**src/rtl/run_ctrl.sv**
```systemverilog
// run_ctrl: run sequencer for a small core.
// Holds core in reset, runs it, stops on done PC or watchdog.
module run_ctrl #(
  parameter int D          = 12,
  parameter int DONE_PC    = 128,
  parameter int CLR_CYCLES = 4,
  parameter int CW         = 16,
  parameter int TIMEOUT    = 4095
) (
  input  logic          clk,
  input  logic          reset,
  input  logic          req,
  input  logic [D-1:0]  prog_ctr,
  output logic          core_rst,
  output logic          run_en,
  output logic          busy,
  output logic          done,
  output logic          timeout,
  output logic [CW-1:0] cycle_cnt
);

  typedef enum logic [2:0] {
    IDLE  = 3'd0,
    CLEAR = 3'd1,
    RUN   = 3'd2,
    DONE  = 3'd3,
    ERR   = 3'd4
  } state_t;

  localparam logic [3:0] CLR_LOAD =
    4'(CLR_CYCLES - 1);
  localparam logic [CW-1:0] CNT_LAST =
    CW'(TIMEOUT - 1);
  localparam logic [D-1:0] PC_END =
    D'(DONE_PC);

  state_t        state;
  state_t        state_nx;
  logic [3:0]    clr_cnt;
  logic [3:0]    clr_nx;
  logic [CW-1:0] cnt_nx;

  logic pc_hit;
  logic wd_hit;

  assign pc_hit = (prog_ctr == PC_END);
  assign wd_hit = (cycle_cnt == CNT_LAST);

  // State, clear counter and run-cycle counter registers
  always_ff @(posedge clk or negedge reset) begin
    if (!reset) begin
      state     <= IDLE;
      clr_cnt   <= '0;
      cycle_cnt <= '0;
    end else begin
      state     <= state_nx;
      clr_cnt   <= clr_nx;
      cycle_cnt <= cnt_nx;
    end
  end

  // Next-state logic with abort > done > watchdog priority in RUN
  always_comb begin
    state_nx = state;
    clr_nx   = clr_cnt;
    cnt_nx   = cycle_cnt;
    unique case (state)
      IDLE: begin
        if (req) begin
          state_nx = CLEAR;
          clr_nx   = CLR_LOAD;
          cnt_nx   = '0;
        end
      end
      CLEAR: begin
        if (clr_cnt == 4'd0) begin
          state_nx = RUN;
        end else begin
          clr_nx = clr_cnt - 4'd1;
        end
      end
      RUN: begin
        cnt_nx = cycle_cnt + 1'b1;
        if (!req) begin
          state_nx = IDLE;
        end else if (pc_hit) begin
          state_nx = DONE;
        end else if (wd_hit) begin
          state_nx = ERR;
        end
      end
      DONE, ERR: begin
        if (!req) begin
          state_nx = IDLE;
        end
      end
      default: begin
        state_nx = IDLE;
      end
    endcase
  end

  // Moore output decode from the state register only
  always_comb begin
    core_rst = 1'b0;
    run_en   = 1'b0;
    busy     = 1'b0;
    done     = 1'b0;
    timeout  = 1'b0;
    unique case (state)
      IDLE: begin
        core_rst = 1'b1;
      end
      CLEAR: begin
        core_rst = 1'b1;
        busy     = 1'b1;
      end
      RUN: begin
        run_en = 1'b1;
        busy   = 1'b1;
      end
      DONE: begin
        done = 1'b1;
      end
      ERR: begin
        done    = 1'b1;
        timeout = 1'b1;
      end
      default: begin
        core_rst = 1'b1;
      end
    endcase
  end

endmodule

```
**config.mk**
```make
export PLATFORM = sky130hd
export DESIGN_NAME = run_ctrl
export DESIGN_NICKNAME = d
export VERILOG_FILES = /design/src/rtl/run_ctrl.sv
export SDC_FILE = /design/constraint.sdc
export NUM_CORES = 1
export LEC_CHECK = 0
export CAP_MARGIN = 20
export CORE_MARGIN = 2
export CORE_UTILIZATION = 41
export DETAILED_ROUTE_END_ITERATION = 8
export PLACE_DENSITY_LB_ADDON = 0.15
export SYNTH_ARGS = -nofsm -noshare
export SYNTH_HDL_FRONTEND = slang
export SYNTH_SLANG_ARGS = --single-unit
```
**constraint.sdc**
```tcl
create_clock -name clk -period 2.69 [get_ports clk]
set_clock_uncertainty 0.15 [all_clocks]
set_input_delay 0.538 -clock clk [delete_from_list [all_inputs] [get_ports clk]]
set_output_delay 0.538 -clock clk [all_outputs]
set_load 0.03 [all_outputs]
```
---- Word-level counts from Yosys, hierarchy flattened ----
Index checks and enable logic that the tools add are counted.
W data, S select, Z words.
cells by class
  reductions and logical operators ........ 10
  muxes and demuxes ....................... 17
  $add $sub $neg .......................... 2
  eq/ne operators ......................... 11
operators with widths
  operator                 count
  $pmux W16 S2             1
  $mux W3                  6
  $add A16 B1 Y16 const B  1
  $eq A16 B12 Y1 const B   1
  $mux W16                 1
  $eq A12 B8 Y1 const B    1
  $pmux W3 S4              1
  $mux W4                  2
  $ne A2 B2 Y1 const B     4
  $pmux W4 S2              1
  $eq A3 B2 Y1 const B     2
  $mux W1                  5
  $logic_not A4 Y1         1
  $ne A4 B4 Y1 const B     1
  $reduce_and A4 Y1        1
  $reduce_bool A2 Y1       2
  $reduce_or A2 Y1         2
  $sub A4 B1 Y4 const B    1
  $eq A3 B1 Y1 const B     1
  $eq A3 B3 Y1 const B     1
  $logic_not A3 Y1         1
  $reduce_and A3 Y1        1
  $reduce_or A3 Y1         1
  $reduce_and A2 Y1        1
storage, ports and cells
  logic and storage cells ................. 43
  output and inout port bits .............. 21
  input bits .............................. 15
  register bits after elaboration ......... 23

---- Depth between registers and ports, before layout ----
  depth after elaboration ................. 5
  depth in mapped cells ................... 7

---- Worst setup path before layout ----
No wires, ideal clock.
  path kind ............................... reg2out
  from .................................... register state[0]
  to ...................................... output port core_rst
  data arrival time ....................... 1.793 ns
  path buffers ............................ 1
  setup slack ............................. 0.209 ns
  stages on the path, launching flop included .. 4
  data required time ...................... 2.002 ns
  cell sequence ........................... dfrtp_1 > clkbuf_1 > nor3b_1 > nor2_1
between the ends
  word-level cells in the longest chain between the ends .. 3
  elaborated cells between the ends (all ways) .. 5
  those cells by class .................... eq/ne: 3; mux: 1; reduce/logical: 1
RTL lines
  what                                                 RTL line  source
  from (decl)                                          37        state_t state;
  from (signal assigned)                               56        state <= state_nx;
  $eq A3 B2 Y1 / $eq A3 B3 Y1 (equally long branches)  110       unique case (state)
  $reduce_or A3 Y1 (no line) (*)                       -
  $mux W1 (*)                                          110
  to (decl)                                            14        output logic core_rst,
Mark *: on every way between the ends. The rest lies on a longest branch, timed or not.

---- Worst setup path in the final report ----
  from .................................... register state[1]
  to ...................................... output port done
between the ends
  word-level cells in the longest chain between the ends .. 3
  elaborated cells between the ends (all ways) .. 4
  those cells by class .................... eq/ne: 2; mux: 1; reduce/logical: 1
RTL lines
  what                                                 RTL line  source
  $eq A3 B2 Y1 / $eq A3 B3 Y1 (equally long branches)  110
  $reduce_or A2 Y1 (no line) (*)                       -
  $mux W1 (*)                                          110
  to (decl)                                            17        output logic done,
Marked as above.

==> results list <==
* Result of the run: finished, final reports clean
- The top cell types in the final layout, fill and taps aside, are sky130_fd_sc_hd__clkdlybuf4s50_1 (34), sky130_fd_sc_hd__dfrtp_1 (22), sky130_fd_sc_hd__nand2_1 (15).
- The library cell used most frequently in the layout, excluding fill and tap cells, is sky130_fd_sc_hd__clkdlybuf4s50_1.
- Setup repair after global routing left no endpoint under its margin.
- IR analysis of the VDD net gives a maximum drop of 0.4880 mV.
* Maximum number of pins on one net before global-route repair: 24
* Power per cell area: 717.7 nW/um2
- Per-cell via count in the routed design: 5.371
- Count of port buffers added during placement: 35
* Initial Util: 43.10%
* Hold Path Class: reg2reg
- Headroom to the max-slew limit came out at 65.88%.
* Fraction of final layout cells sized beyond drive strength 1: 6.667%
* Highest clock rate: 0.3861 GHz
- Net count after synthesis: 162
- STA classifies the critical path startpoint as a flop.
* Final count of hold timing violations: 0
- Post-Synthesis Cell Area: 1305 um2
- Setup violations remaining at the end of the flow were counted as 0.
- Clock-pin slew was measured on the worst setup and hold paths at 130 ps.
- From bottom edge to top edge, the die measures 60.42 um.
- Global routing used 17.59% of the available tracks across all layers.
- The die is 60.42 um wide.
* Number of global-route vias before repair: 1159
- In this run the count of I/O pins placed on the die edge is 36.
- Flop and latch count out of synthesis: 23
- Part of the Yosys area used for sequential elements: 44.10%
- In this run the static leakage power is 0.7242 nW.
- Setup_tns: 0 ps
* CTS tree: done
- Avg Inst Size Synth: 9.126 um2
- Fraction of the core area covered by cells at the end of the flow: 57.40%
- The first detailed-routing pass took 4 iterations.
- Number of buffers inserted by hold repair at cts: 0
- Clk Latency, worst-skew pair: 310 ps
* Global-route wire length before repair: 4912 um
* Total grt overflow: 0
* Number of warning messages in the yosys log: 0
- The number of antenna diodes in the final layout is 0.
* Number of nets at the end of the flow: 200
* Last weighted congestion value of the routability-driven placer: 0.8517
- Drt drc: 0
- The worst setup path is captured at an output port.
* Critical path required time: 2000 ps
- The routed layout has 1203 vias.
* Slew at the pin closest to its max-slew limit: 511.8 ps
- Wires add up to 2914 um.
- The tree is rooted in a sky130_fd_sc_hd__clkbuf_4.
- The die covers 3650 um2.
- In the final routed layout, each cell accounts on average for 13.01 um.
* Slew Viols, Final: 0
* HPWL after detailed placement: 2240 um
* H-Tree Depth: 1
* Max Root-Sink Buffers: 2
- Max Fanout on Critical Path: 8
- Post-route antenna net violation count: 0
* Post-layout min period: 2590 ps
- Placement row count: 20
* Core footprint: 3028 um2
- Number of buffers inserted during clock tree synthesis: 3
- Crit path kind: reg2out
- Synthesis produced 143 cells.
* Arr. time, crit path: 1900 ps
* Number of library cell types mapped by synthesis: 36
- Share of the clock period used by the worst path after layout: 96.28%
* Num Clock Sinks: 23
- In this run, the number of DRC markers left after iteration 0 of detailed routing was 51.
* Signed area change from the synthesized netlist to the final layout: 33.17%
- The number of antenna violations at the first check in global routing came to 0.
- The tool flagged a number of max-cap violations equal to 0.
==> worst max-delay path, stage by stage (launching register included) <==
cell and delay [ps]:
sky130_fd_sc_hd__dfrtp_1 480, sky130_fd_sc_hd__nor2b_1 280, sky130_fd_sc_hd__a21o_1 160, sky130_fd_sc_hd__clkdlybuf4s50_1 670
==> state kept, by name, indices dropped and copies added (netlist names) <==
name,count
cycle_cnt,16
state,3
clr_cnt,4
==> Yosys cell counts <==
| library cell | count | area, um2 |
|---|---|---|
| sky130_fd_sc_hd__or3_1 | 1 | 6.260 |
| sky130_fd_sc_hd__nor3_1 | 4 | 20.02 |
| sky130_fd_sc_hd__ha_1 | 4 | 50.05 |
| sky130_fd_sc_hd__buf_6 | 1 | 11.26 |
| sky130_fd_sc_hd__or3b_1 | 1 | 8.760 |
| sky130_fd_sc_hd__and2b_1 | 1 | 7.510 |
| sky130_fd_sc_hd__nor4b_1 | 1 | 8.760 |
| sky130_fd_sc_hd__a21oi_1 | 6 | 30.03 |
| sky130_fd_sc_hd__mux2i_1 | 7 | 70.07 |
| sky130_fd_sc_hd__a32oi_1 | 1 | 8.760 |
| sky130_fd_sc_hd__nor3_2 | 1 | 10.01 |
| sky130_fd_sc_hd__o31ai_1 | 2 | 15.01 |
| sky130_fd_sc_hd__o211ai_1 | 2 | 15.01 |
| sky130_fd_sc_hd__a211oi_1 | 1 | 7.510 |
| sky130_fd_sc_hd__and4_1 | 1 | 8.760 |
| sky130_fd_sc_hd__o21ai_0 | 12 | 60.06 |
| sky130_fd_sc_hd__dfrtp_1 | 23 | 575.6 |
| sky130_fd_sc_hd__inv_1 | 5 | 18.77 |
| sky130_fd_sc_hd__nand3b_1 | 1 | 7.510 |
| sky130_fd_sc_hd__and3_1 | 1 | 6.260 |
| sky130_fd_sc_hd__clkinv_1 | 1 | 3.750 |
| sky130_fd_sc_hd__o21ba_2 | 1 | 10.01 |
| sky130_fd_sc_hd__o31a_1 | 1 | 8.760 |
| sky130_fd_sc_hd__nand2_1 | 15 | 56.30 |
| sky130_fd_sc_hd__clkbuf_1 | 4 | 15.01 |
| sky130_fd_sc_hd__o21a_1 | 2 | 15.01 |
| sky130_fd_sc_hd__or4_4 | 1 | 11.26 |
| sky130_fd_sc_hd__xor2_1 | 2 | 17.52 |
| sky130_fd_sc_hd__nor4_1 | 4 | 25.02 |
| sky130_fd_sc_hd__or3b_2 | 1 | 8.760 |
| sky130_fd_sc_hd__nor2_1 | 8 | 30.03 |
| sky130_fd_sc_hd__nand3_1 | 13 | 65.06 |
| sky130_fd_sc_hd__nand4_1 | 7 | 43.79 |
| sky130_fd_sc_hd__nor3b_1 | 2 | 15.01 |
| sky130_fd_sc_hd__a21o_1 | 2 | 15.01 |
| sky130_fd_sc_hd__nor2b_1 | 3 | 18.77 |
==> through the flow <==
| stage | power (mW) | cells | area [um2] | hold WS (ps) | setup WS, ps |
|---|---|---|---|---|---|
| 2_1_floorplan | 0.8788 | 143 | 1305 | 92.41 | 208.9 |
| 4_1_cts | 1.253 | 224 | 1737 | 375.2 | 53.54 |
| 5_1_grt | 1.339 | 224 | 1738 | 404.9 | 18.85 |
| 3_3_place_gp | 1.068 | 220 | 1707 | 335.9 | 354.2 |
| 6_report | 1.247 | 224 | 1738 | 371.4 | 100.0 |
| 3_5_place_dp | 1.087 | 220 | 1707 | 357.2 | 334.6 |
==> path summary, 6_finish.rpt <==
kind                                           from                         to  slack, ps  cells past startpoint
hold / removal             cycle_cnt[8]$_DFFE_PN0P_   cycle_cnt[8]$_DFFE_PN0P_        370                      1
setup / recovery               state[1]$_DFFE_PN0P_                       done        100                      3
min in group asynchronous                     reset  cycle_cnt[10]$_DFFE_PN0P_        400                      2
setup reg to reg               state[0]$_DFFE_PN0P_  cycle_cnt[14]$_DFFE_PN0P_        480                      5
hold reg to reg            cycle_cnt[8]$_DFFE_PN0P_   cycle_cnt[8]$_DFFE_PN0P_        370                      1
max in group asynchronous                     reset       state[0]$_DFFE_PN0P_       1750                      2
==> repair_timing <==
action / in CTS / in global routing
endpoints found under the setup margin: 2 / 2
cloned: 0 / 0
buffers inserted: 0 / 0
gates resized for setup: 2 / 1
==> final cells by class <==
cell class | count | area [um2]
flip-flops and latches | 23 | 576.8
repair buffers | 38 | 371.6
inverters | 6 | 22.52
multi-input cells | 109 | 685.7
clock buffers | 4 | 26.28
fillers | 284 | 1290
well taps | 44 | 55.05
==> layer usage <==
layer	global-route usage, %	part of all wire, %
met3	2.772	3.7
met5	0	0
met4	4.037	0.79
met1	22.72	47
met2	31.21	48
==> report_power, final <==
group | internal, mW | leakage, nW | switching (mW)
Sequential | 0.414 | 0.307 | 0.104
Combinational | 0.247 | 0.402 | 0.314
Clock | 0.0580 | 0.0150 | 0.110
Total | 0.720 | 0.724 | 0.528
==> cell families after synthesis <==
group / synth area share, %
compound gates: 14.19
xor+xnor: 1.343
flops: 44.10
mux: 5.369
fa+ha+maj: 3.835
simple gates: 27.42
buf+inv: 3.739
No activity file was read; power rests on OpenSTA's default activity.
